--- config.mk ---
export PLATFORM = sky130hd
export DESIGN_NAME = btn_latch_arbiter
export DESIGN_NICKNAME = d
export VERILOG_FILES = /design/src/rtl/btn_latch_arbiter.sv
export SDC_FILE = /design/constraint.sdc
export NUM_CORES = 1
export LEC_CHECK = 0
export ABC_CLOCK_PERIOD_IN_PS = 1600
export CAP_MARGIN = 20
export CORE_AREA = 3 3 60 62
export CTS_BUF_LIST = sky130_fd_sc_hd__clkbuf_4 sky130_fd_sc_hd__clkbuf_8
export CTS_CLUSTER_DIAMETER = 50
export CTS_CLUSTER_SIZE = 12
export DETAILED_ROUTE_END_ITERATION = 12
export DIE_AREA = 0 0 63 65
export HOLD_SLACK_MARGIN = 0.06
export PLACE_DENSITY = 0.77
export REMOVE_ABC_BUFFERS = 1
export SYNTH_ARGS = -nofsm -noshare
export SYNTH_HDL_FRONTEND = slang
export SYNTH_SLANG_ARGS = --single-unit
--- constraint.sdc ---
create_clock -name CLK -period 1.6 [get_ports CLK]
set_input_delay 0.24 -clock CLK [delete_from_list [all_inputs] [get_ports CLK]]
set_output_delay 0.24 -clock CLK [all_outputs]
set_load 0.02 [all_outputs]
--- src/rtl/btn_latch_arbiter.sv ---
// Two-button set/reset latch controller: synchronises and debounces BUT1/BUT2,
// then hands ownership of the LED pair round-robin with a minimum hold time.
module btn_latch_arbiter #(
  parameter int unsigned DIV_W      = 12,
  parameter int unsigned DEB_CNT    = 4,
  parameter int unsigned HOLD_TICKS = 8
) (
  input  logic       CLK,
  input  logic       RSTN,
  input  logic       BUT1,
  input  logic       BUT2,
  output logic       LED1,
  output logic       LED2,
  output logic [1:0] GNT,
  output logic       TICK
);

  localparam int unsigned DEB_W  = $clog2(DEB_CNT + 1);
  localparam int unsigned HOLD_W = $clog2(HOLD_TICKS + 1);

  typedef enum logic [1:0] {
    IDLE = 2'd0,
    HOLD = 2'd1,
    FREE = 2'd2
  } state_t;

  logic [DIV_W-1:0]           div_q;
  logic                       tick_c;
  logic [1:0]                 sync1_q;
  logic [1:0]                 sync2_q;
  logic [1:0]                 deb_q;
  logic [1:0][DEB_W-1:0]      deb_cnt_q;
  logic [1:0]                 ev_q;
  logic [1:0]                 pend_q;
  logic [1:0]                 elig_c;
  logic [HOLD_W-1:0]          hold_q;
  logic                       last_q;
  logic [1:0]                 gnt_q;
  logic [1:0]                 gnt_c;
  logic [1:0]                 grant_c;
  state_t                     state_q;
  state_t                     state_d;

  // Free-running prescaler; the strobe is the all-ones count.
  always_ff @(posedge CLK or negedge RSTN) begin
    if (!RSTN) div_q <= '0;
    else       div_q <= div_q + DIV_W'(1);
  end

  assign tick_c = &div_q;
  assign TICK   = tick_c;

  // Two-flop synchroniser, bit0 = BUT1, bit1 = BUT2; released level is 1.
  always_ff @(posedge CLK or negedge RSTN) begin
    if (!RSTN) begin
      sync1_q <= 2'b11;
      sync2_q <= 2'b11;
    end else begin
      sync1_q <= {BUT2, BUT1};
      sync2_q <= sync1_q;
    end
  end

  // Tick-sampled debounce; a press event fires when the accepted level falls.
  always_ff @(posedge CLK or negedge RSTN) begin
    if (!RSTN) begin
      deb_q     <= 2'b11;
      deb_cnt_q <= '0;
      ev_q      <= '0;
    end else begin
      ev_q <= '0;
      if (tick_c) begin
        for (int i = 0; i < 2; i++) begin
          if (sync2_q[i] == deb_q[i]) begin
            deb_cnt_q[i] <= '0;
          end else if (deb_cnt_q[i] == DEB_W'(DEB_CNT - 1)) begin
            deb_q[i]     <= sync2_q[i];
            deb_cnt_q[i] <= '0;
            ev_q[i]      <= deb_q[i];
          end else begin
            deb_cnt_q[i] <= deb_cnt_q[i] + DEB_W'(1);
          end
        end
      end
    end
  end

  assign elig_c = pend_q | ev_q;

  always_ff @(posedge CLK or negedge RSTN) begin
    if (!RSTN) state_q <= IDLE;
    else       state_q <= state_d;
  end

  // Arbitration: on a tie in IDLE the requester not served last wins.
  always_comb begin
    state_d = state_q;
    grant_c = '0;
    unique case (state_q)
      IDLE: begin
        if (&elig_c) grant_c = last_q ? 2'b01 : 2'b10;
        else         grant_c = elig_c;
        if (|elig_c) state_d = HOLD;
      end
      HOLD: begin
        if (hold_q == '0) state_d = FREE;
      end
      FREE: begin
        if (|(elig_c & ~gnt_q)) begin
          grant_c = ~gnt_q;
          state_d = HOLD;
        end
      end
      default: state_d = IDLE;
    endcase
  end

  always_comb begin
    gnt_c = gnt_q;
    if (|grant_c) gnt_c = grant_c;
  end

  // Owner, LEDs, pending flags, round-robin pointer and hold timer.
  always_ff @(posedge CLK or negedge RSTN) begin
    if (!RSTN) begin
      gnt_q  <= '0;
      LED1   <= 1'b0;
      LED2   <= 1'b0;
      pend_q <= '0;
      last_q <= 1'b1;
      hold_q <= '0;
    end else begin
      gnt_q  <= gnt_c;
      LED1   <= gnt_c[0];
      LED2   <= gnt_c[1];
      pend_q <= (pend_q | (ev_q & ~gnt_q)) & ~grant_c;
      if (|grant_c) begin
        last_q <= grant_c[1];
        hold_q <= HOLD_W'(HOLD_TICKS);
      end else if (state_q == HOLD && tick_c && hold_q != '0) begin
        hold_q <= hold_q - HOLD_W'(1);
      end
    end
  end

  assign GNT = gnt_q;

endmodule

==> results of run 1 <==
## how the worst max path moves through the flow
stage / slack, ns / cells after the start / from / to
after floorplan: 0.02 / 6 / div_q[0]$_DFF_PN0_ / hold_q[3]$_DFFE_PN0P_
after detailed placement: -0.20 / 5 / div_q[0]$_DFF_PN0_ / TICK
after global routing: -0.15 / 5 / div_q[1]$_DFF_PN0_ / TICK
after global placement: -0.16 / 5 / div_q[0]$_DFF_PN0_ / TICK
after CTS: -0.10 / 5 / div_q[0]$_DFF_PN0_ / TICK
final: -0.05 / 5 / div_q[1]$_DFF_PN0_ / TICK
## cell usage in the layout, fill, tap and decap left out, types with 4 or more instances in the layout
cell type      instances
dfstp_2                7
nor2_1                 9
nand3_1               10
inv_1                  7
nand2_1                8
dfrtp_1               30
a21o_1                 5
buf_4                 21
ha_1                   4
dlygate4sd2_1          4
clkbuf_4               5
xnor2_1                9
a21oi_1                5
## what timing repair did
item,in CTS,in global routing
setup endpoints to repair,6,6
resized for setup,10,9
pin swaps,1,2
setup buffers,2,2
## registers in the layout (all words and copies together), names as in the netlist
name       cells
GNT            1
LED2           1
deb_cnt_q      6
deb_q          2
div_q         12
ev_q           2
hold_q         4
last_q         1
pend_q         2
state_q        2
sync1_q        2
sync2_q        2
## routing by layer
metal / share of wire, % / global-route usage (%) / routed length [um]
met4: 2.6 / 8.26 / 80
met1: 41 / 19.3 / 1260
met5: 0 / 0 / 0
met2: 52 / 31.6 / 1590
met3: 4.2 / 5.37 / 128
## kinds of logic after synthesis
group                    Yosys count
buffers and inverters             11
AO/OA/AOI/OAI                     30
XOR/XNOR                          12
flip-flops                        37
adder cells (fa/ha/maj)            5
AND/OR/NAND/NOR                   46
multiplexers                       2
## Yosys cell counts (2+ instances only)
cell type	count	area [um2]
a211o_1	2	17.5
a21o_1	5	37.5
a21o_2	2	17.5
a21oi_1	6	30.0
and4_4	2	22.5
and4b_1	2	20.0
buf_4	2	15.0
dfrtp_1	30	751
dfstp_2	7	184
ha_1	5	62.6
inv_1	7	26.3
mux2_1	2	22.5
nand2_1	8	30.0
nand3_1	11	55.1
nand4_1	2	12.5
nor2_1	9	33.8
nor2b_1	2	12.5
nor4_1	2	12.5
o21a_1	2	15.0
o21ai_0	2	10.0
o21bai_1	2	15.0
xnor2_1	9	78.8
xor2_1	3	26.3
## worst reg2reg max path: stages, from the launching register on
cell and delay, ns:
dfrtp_1 0.37, ha_2 0.19, and4_4 0.22, nand4_4 0.11, buf_4 0.20, nor4_2 0.27, a21o_2 0.13
## power by group through the flow
stage	Sequential (mW)	Combinational (mW)	Clock, mW
CTS	0.947	0.0381	0.815
finish	0.947	0.0367	0.790
global placement	0.964	0.0370	0
global route	0.948	0.0419	0.877
floorplan	0.964	0.00559	0
detailed placement	0.965	0.0379	0
## layout make-up
class / instances / share of cell area, %
clock buffers: 5 / 1.75
clock inverters: 3 / 3.03
inverters: 8 / 1.63
multi-input cells: 95 / 35.6
flip-flops and latches: 37 / 43.6
well taps: 44 / 2.57
repair buffers: 30 / 11.8
==> flow_summary.yaml, run 1 <==
run_status:
  status: "finished with violations"
  violations: "negative setup slack"
power:
  seq_power_share_pct: 53.4
  peakVddDrop_uv: 713
  switchingPower_mw: 0.331
  powerDensity_nw_per_um2: 827
  combPwrFrac_pct: 2.1
  p_leak_nw: 1.06
  internal_power_mw: 1.44
  power_mw: 1.77
  clock_power_share_pct: 44.5
  switching_share_pct: 18.7
yosys:
  ys_ff_latch: 37
  ys_seq_area_share_pct: 54.5
  synth_xor_area_share_pct: 6.13
  synthAdderAreaFrac_pct: 3.65
  synth.avg_cell_area_um2: 12.0
  synthSimpleGateAreaFrac_pct: 16.7
  synth_edf_count: 0
  synthMuxAreaShare_pct: 1.31
  synth_top_family_by_area: "simple AND/OR/NAND/NOR gates"
  ys_warn_count: 0
  ys.flop_type: "dfrtp_1"
  synth_compound_area_share_pct: 13.9
  synthArstFlopShare_pct: 100
  synthCells: 143
  yosysUniqueCellTypes: 42
  syn_area_um2: 1710
detailed_routing:
  drt-vias-per-instance: 5.46
  detail_route.wl_per_cell_um: 13.8
  route.detailed.drc: 0
  routed_wl_um: 3070
  drt_pre_antenna_iters: 5
  drt_first_iter_violations: 62
  vias: 1213
  drtAntennaViolNets: 0
clocking:
  clkSinkCount: 37
  h-tree-depth: 2
  tritoncts: "built"
  cts_buffer_depth: 2
  insertion_delay_ns: 0.34
  cts_hold_buf: 0
  clk_pin_slew_worst_paths_ns: 0.11
  cts_inserted_buffers: 5
  cts_root_buffer: "clkbuf_4"
cells_and_area:
  fin_nets: 186
  num_antenna_cells: 0
  area_growth_pct: 25.2
  final_core_util_pct: 69.7
  multi_input_area_um2: 764
  drive_above_1_share_pct: 33.7
  finalNonFillerCells: 222
  seq_area_um2: 935
  fillCellCount: 229
  final_area_um2: 2150
setup_path:
  cp.buffers_inverters: 2
  rrSetupSlack_ns: 0.05
  crit_fanout: 2
  path_cells: "ha_2, and4_4, nand4_4, clkinv_4, buf_6"
  crit_family: "flip-flops"
  rr_endpoint: "deb_cnt_q[0]$_DFFE_PN0P_"
  worst-setup-path-type: "flip-flop to output port"
  critPathRequiredTime_ns: 1.36
  end_kind: "output port"
  critPathSlowestCell: "dfrtp_1"
  r2r_cells: 6
  worstSetupStartpointType: "flip-flop"
  slowest_delay_ns: 0.37
  reg2reg_from: "div_q[1]$_DFF_PN0_"
  cp_data_arrival_time_ns: 1.41
global_routing:
  grt_max_degree: 38
  gr-total-overflow: 0
  grt_pass1_wl_um: 5530
  antenna_found_initial: 0
  grt_usage_pct: 17.8
  grt_pass1_vias: 1205
timing:
  whs_ns: 0.262
  fin_crit_ns: 1.65
  fmax_mhz: 606
  period_share_pct: 103
  worst_slew_pin_slew_ns: 0.335
  fin_skew_ns: 0.00727
  finalWorstSetupSlack_ns: -0.0511
  rsz0062_at_grt: "true"
  report.final.slew_viol_count: 0
  hold_viol: 0
  slew_headroom_pct: 77.6
  setup_violations: 1
  fin_setup_tns_ns: -0.0511
floorplanning:
  start_util_pct: 55.7
  die_x_um: 63
  die_area_um2: 4100
  die_h_um: 65
  num_rows: 20
  num_io_pins: 9
  core_um2: 3080
placement:
  pre_cts_slack_ns: -0.196
  io_buffers: 8
  globalplace.congestion: 0.795
  placedCellCount: 210
  dpl.hpwl_um: 2250
  dpl-instance-area_um2: 1970
run:
  cap_viol_max_count: 0
hold_path:
  hp-class: "primary input to async pin"
No activity file was read; power rests on OpenSTA's default activity.
==> inputs of run 2 (changes only) <==
--- a/config.mk
+++ b/config.mk
@@ -7,12 +7,12 @@
 export LEC_CHECK = 0
 export ABC_CLOCK_PERIOD_IN_PS = 1600
 export CAP_MARGIN = 20
-export CORE_AREA = 3 3 60 62
+export CORE_AREA = 2 2 59 61
 export CTS_BUF_LIST = sky130_fd_sc_hd__clkbuf_4 sky130_fd_sc_hd__clkbuf_8
 export CTS_CLUSTER_DIAMETER = 50
 export CTS_CLUSTER_SIZE = 12
 export DETAILED_ROUTE_END_ITERATION = 12
-export DIE_AREA = 0 0 63 65
+export DIE_AREA = 0 0 61 63
 export HOLD_SLACK_MARGIN = 0.06
 export PLACE_DENSITY = 0.77
 export REMOVE_ABC_BUFFERS = 1
==> run 2 against run 1 <==
Against the previous run:
- largest power group unchanged
- register-to-register slack about the same
- non-clock buffer count shrank 1
- worst setup slack lost 0.011 ns
- sequential share of layout area is 1.2 points higher
- the run still ends with negative setup slack left
- first-iteration DRC count increased by 4.8%
- critical endpoint unchanged
- highest routed layer unchanged
- clock skew up 0.0038 ns
- routed wire length increased by 6.0%
==> flow_summary.yaml, run 2 (synthesized netlist as in run 1, its figures left out) <==
placement:
  dpl.hpwl_um: 2260
  globalplace.congestion: 0.808
  io_buffers: 8
  pre_cts_slack_ns: -0.200
cells_and_area:
  mostFrequentLayoutCell: "dfrtp_1"
  fillCellCount: 262
  largest_reg_flops: 12
  drive_above_1_share_pct: 31.6
  top_register: "div_q"
  area_growth_pct: 21.8
  num_antenna_cells: 0
  top_regs: "div_q x12, deb_cnt_q x6, hold_q x4"
  fin_nets: 185
  mostFrequentLayoutCells: "dfrtp_1, buf_4, nand3_1"
global_routing:
  antenna_found_initial: 0
  grt_max_degree: 38
  grt_usage_pct: 19.1
  grt_pass1_wl_um: 5370
  gr-total-overflow: 0
  grt_pass1_vias: 1214
clocking:
  insertion_delay_ns: 0.34
  clkSinkCount: 37
  h-tree-depth: 2
  clk_pin_slew_worst_paths_ns: 0.11
  cts_root_buffer: "clkbuf_4"
  cts_hold_buf: 0
  cts_inserted_buffers: 5
  tritoncts: "built"
  cts_buffer_depth: 2
run_status:
  status: "finished with violations"
  violations: "negative setup slack"
hold_path:
  hp-class: "primary input to async pin"
floorplanning:
  core_um2: 3230
  die_x_um: 61
  num_rows: 21
  start_util_pct: 53.0
  num_io_pins: 9
  die_h_um: 63
  die_area_um2: 3840
timing:
  fin_skew_ns: 0.0111
  slew_headroom_pct: 72.1
  finalWorstSetupSlack_ns: -0.0619
  period_share_pct: 104
  setup_violations: 1
  whs_ns: 0.267
  worst_slew_pin_slew_ns: 0.416
  report.final.slew_viol_count: 0
  hold_viol: 0
  rsz0062_at_grt: "true"
  fmax_mhz: 602
  fin_crit_ns: 1.66
power:
  clock_power_share_pct: 35.2
  internal_power_mw: 1.21
  powerDensity_nw_per_um2: 727
  seq_power_share_pct: 62.4
  power_mw: 1.52
  peakVddDrop_uv: 528
  combPwrFrac_pct: 2.4
  switching_share_pct: 20.3
  switchingPower_mw: 0.309
  p_leak_nw: 1.04
setup_path:
  r2r_cells: 6
  critPathSlowestCell: "dfrtp_1"
  critPathRequiredTime_ns: 1.36
  slowest_delay_ns: 0.38
  crit_fanout: 2
  end_kind: "output port"
  cp_data_arrival_time_ns: 1.42
  worstSetupStartpointType: "flip-flop"
  worst-setup-path-type: "flip-flop to output port"
  path_cells: "ha_2, and4_4, nand4_4, clkinv_4, buf_6"
detailed_routing:
  drtAntennaViolNets: 0
  vias: 1201
  routed_wl_um: 3250
  drt_first_iter_violations: 65
  drt-vias-per-instance: 5.39
  detail_route.wl_per_cell_um: 14.6
  route.detailed.drc: 0
  drt_pre_antenna_iters: 4
run:
  cap_viol_max_count: 0
run 2: cell types whose count changed in the layout (fill, tap and decap cells not counted), sizes merged:
cell | before | now
bufinv | 2 | 0
clkinv | 2 | 1
buf | 23 | 22
clkbuf | 5 | 8
run 2: power by group through the flow:
| stage | logic [mW] | registers (mW) | clock network [mW] |
|---|---|---|---|
| after floorplan | 0.00559 | 0.964 | 0 |
| after global placement | 0.0368 | 0.964 | 0 |
| after detailed placement | 0.0385 | 0.965 | 0 |
| after CTS | 0.0387 | 0.947 | 0.555 |
| after global routing | 0.0418 | 0.948 | 0.611 |
| final | 0.0368 | 0.947 | 0.534 |
run 2: worst paths after layout:
path                            slack, ns                    end                  from
worst max-delay path                -0.06                   TICK    div_q[0]$_DFF_PN0_
worst min-delay path                 0.27     div_q[3]$_DFF_PN0_                  RSTN
worst max register to register       0.05  hold_q[2]$_DFFE_PN0P_    div_q[0]$_DFF_PN0_
worst min register to register       0.36   sync2_q[1]$_DFF_PN1_  sync1_q[1]$_DFF_PN1_
max in group asynchronous            1.08     last_q$_DFFE_PN1P_                  RSTN
min in group CLK                     0.30   sync1_q[0]$_DFF_PN1_                  BUT1
run 2: through the flow:
step                cells  cell area [um2]  setup TNS [ns]  util [%]
finish                223             2090         -0.0619      64.6
global route          223             2090          -0.306      64.6
CTS                   221             2040         -0.0695      63.2
detailed placement    211             1960          -0.200      60.7
global placement      211             1960          -0.170      60.7
floorplan             140             1680               0         -
run 2: metal layers:
metal  vias up  GRT usage, %  part of all wire, %
met4         0          7.07                  1.6
met3         7          5.80                  3.4
li1        577             -                    -
met1       592          22.6                   41
met5         -             0                    0
met2        25          32.0                   54
run 2: what timing repair did:
action / CTS / global route
resized for setup: 11 / 5
setup endpoints to repair: 6 / 8
pin swaps: 3 / 1
setup buffers: 2 / 2
run 2: worst max-delay path, delay by kind of cell, from the launching register on:
| kind | cells | cell delay (ns) |
|---|---|---|
| adders and majority gates | 1 | 0.18 |
| DFF | 1 | 0.38 |
| and+or+nand+nor | 2 | 0.34 |
| buffers and inverters | 2 | 0.18 |
run 2: cell type report:
class	instances	area, um2	share of cell area (%)
Timing Repair Buffer	29	246	11.8
Clock buffer	8	66.3	3.18
Inverter	8	35.0	1.68
Multi-Input combinational cell	95	748	35.8
Tap cell	46	57.6	2.76
Sequential cell	37	935	44.8
==> inputs of run 3 (changes only) <==
--- a/config.mk
+++ b/config.mk
@@ -16,6 +16,7 @@
 export HOLD_SLACK_MARGIN = 0.06
 export PLACE_DENSITY = 0.77
 export REMOVE_ABC_BUFFERS = 1
+export SETUP_SLACK_MARGIN = 0.02
 export SYNTH_ARGS = -nofsm -noshare
 export SYNTH_HDL_FRONTEND = slang
 export SYNTH_SLANG_ARGS = --single-unit
==> run 3 against run 2 <==
Against the previous run:
- via count shrank 0.17%
- clock power is essentially flat
- register-to-register slack is essentially flat
- clock skew is essentially flat
- global-route usage is the same
- clock-buffer cell count is the same
- cell count is the same
- worst setup slack is essentially flat
- critical path depth is the same
- worst hold slack is essentially flat
- largest power group unchanged
- critical endpoint unchanged
- highest routed layer unchanged
- die area is the same
- first-iteration DRC count shrank 11%
- the flow still finishes with violations (negative setup slack)
==> flow_summary.yaml, run 3 (synthesized netlist as in run 1, its figures left out) <==
run_status:
  status: "finished with violations"
  violations: "negative setup slack"
power:
  powerDensity_nw_per_um2: 726
  seq_power_share_pct: 62.4
  power_mw: 1.52
  switchingPower_mw: 0.309
  internal_power_mw: 1.21
  clock_power_share_pct: 35.2
  peakVddDrop_uv: 528
  switching_share_pct: 20.4
  combPwrFrac_pct: 2.4
  p_leak_nw: 1.04
hold_path:
  hp-class: "primary input to async pin"
setup_path:
  worstSetupStartpointType: "flip-flop"
  path_cells: "ha_2, and4_4, nand4_4, clkinv_4, buf_6"
  end_kind: "output port"
  worst-setup-path-type: "flip-flop to output port"
  critPathSlowestCell: "dfrtp_1"
  cp_data_arrival_time_ns: 1.42
  critPathRequiredTime_ns: 1.36
  slowest_delay_ns: 0.38
  crit_fanout: 2
placement:
  dpl.hpwl_um: 2260
  globalplace.congestion: 0.808
  io_buffers: 8
clocking:
  cts_inserted_buffers: 5
  tritoncts: "built"
  clk_pin_slew_worst_paths_ns: 0.11
  cts_buffer_depth: 2
  cts_root_buffer: "clkbuf_4"
  clkSinkCount: 37
  h-tree-depth: 2
  insertion_delay_ns: 0.34
timing:
  worst_slew_pin_slew_ns: 0.413
  finalWorstSetupSlack_ns: -0.0616
  fin_skew_ns: 0.0111
  hold_viol: 0
  setup_violations: 1
  whs_ns: 0.268
  report.final.slew_viol_count: 0
  slew_headroom_pct: 72.3
  fmax_mhz: 602
  rsz0062_at_grt: "true"
  fin_crit_ns: 1.66
  fin_setup_tns_ns: -0.0616
  period_share_pct: 104
detailed_routing:
  drt_pre_antenna_iters: 4
  drt_first_iter_violations: 58
  route.detailed.drc: 0
  detail_route.wl_per_cell_um: 14.7
  drt-vias-per-instance: 5.38
  routed_wl_um: 3270
  vias: 1199
  drtAntennaViolNets: 0
floorplanning:
  num_rows: 21
  core_um2: 3230
  die_area_um2: 3840
  die_x_um: 61
  start_util_pct: 53.0
  die_h_um: 63
  num_io_pins: 9
cells_and_area:
  mostFrequentLayoutCells: "dfrtp_1, buf_4, nand3_1"
  top_register: "div_q"
  seq_area_um2: 935
  fillCellCount: 260
  largest_reg_flops: 12
  num_antenna_cells: 0
  mostFrequentLayoutCell: "dfrtp_1"
  multi_input_area_um2: 752
  fin_nets: 185
  top_regs: "div_q x12, deb_cnt_q x6, hold_q x4"
  drive_above_1_share_pct: 32.2
  area_growth_pct: 22.0
global_routing:
  grt_max_degree: 38
  antenna_found_initial: 0
  grt_usage_pct: 19.1
  grt_pass1_vias: 1214
  gr-total-overflow: 0
  grt_pass1_wl_um: 5370
run:
  cap_viol_max_count: 0
## run 3: final timing paths
| check | from | to | slack [ns] | cells after the start |
|---|---|---|---|---|
| setup / recovery | div_q[0]$_DFF_PN0_ | TICK | -0.06 | 5 |
| hold / removal | RSTN | div_q[3]$_DFF_PN0_ | 0.27 | 2 |
| setup reg to reg | div_q[0]$_DFF_PN0_ | hold_q[2]$_DFFE_PN0P_ | 0.05 | 6 |
| hold reg to reg | sync1_q[1]$_DFF_PN1_ | sync2_q[1]$_DFF_PN1_ | 0.36 | 0 |
| max in group asynchronous | RSTN | sync2_q[0]$_DFF_PN1_ | 1.08 | 2 |
| min in group CLK | BUT1 | sync1_q[0]$_DFF_PN1_ | 0.30 | 1 |
## run 3: critical path: cells and delay by family (launching register included)
family,cells,cell delay [ns]
flops,1,0.38
simple gates,2,0.34
fa+ha+maj,1,0.18
buf+inv,2,0.18
## run 3: repair_timing
item | in CTS | in global routing
setup buffers | 2 | 2
setup endpoints to repair | 6 | 9
hold buffers | 0 | 0
pin swaps | 3 | 2
gates resized for setup | 11 | 6
## run 3: routing by layer
layer | routed length (um) | up-vias | track usage, %
li1 | - | 577 | -
met1 | 1360 | 595 | 22.6
met2 | 1760 | 20 | 32.0
met3 | 102 | 7 | 5.80
met4 | 53 | 0 | 7.07
met5 | 0 | - | 0
## run 3: layout make-up
cell class / count / area share (%)
Inverter: 8 / 1.67
Sequential cell: 37 / 44.7
Multi-Input combinational cell: 95 / 35.9
Timing Repair Buffer: 29 / 11.8
Tap cell: 46 / 2.75
Clock buffer: 8 / 3.17
## run 3: through the flow
step | util [%] | std cells | cell area [um2] | worst slack (ns)
after floorplan | - | 140 | 1680 | 0.0180
after global placement | 60.7 | 211 | 1960 | -0.170
after global routing | 64.7 | 223 | 2090 | -0.146
after CTS | 63.2 | 221 | 2040 | -0.0695
after detailed placement | 60.7 | 211 | 1960 | -0.200
final | 64.7 | 223 | 2090 | -0.0616
## run 3: power groups by stage
stage | logic, mW | clock network, mW | registers (mW)
final | 0.0372 | 0.534 | 0.947
after global placement | 0.0368 | 0 | 0.964
after detailed placement | 0.0385 | 0 | 0.965
after CTS | 0.0387 | 0.555 | 0.947
after floorplan | 0.00559 | 0 | 0.964
after global routing | 0.0418 | 0.611 | 0.948
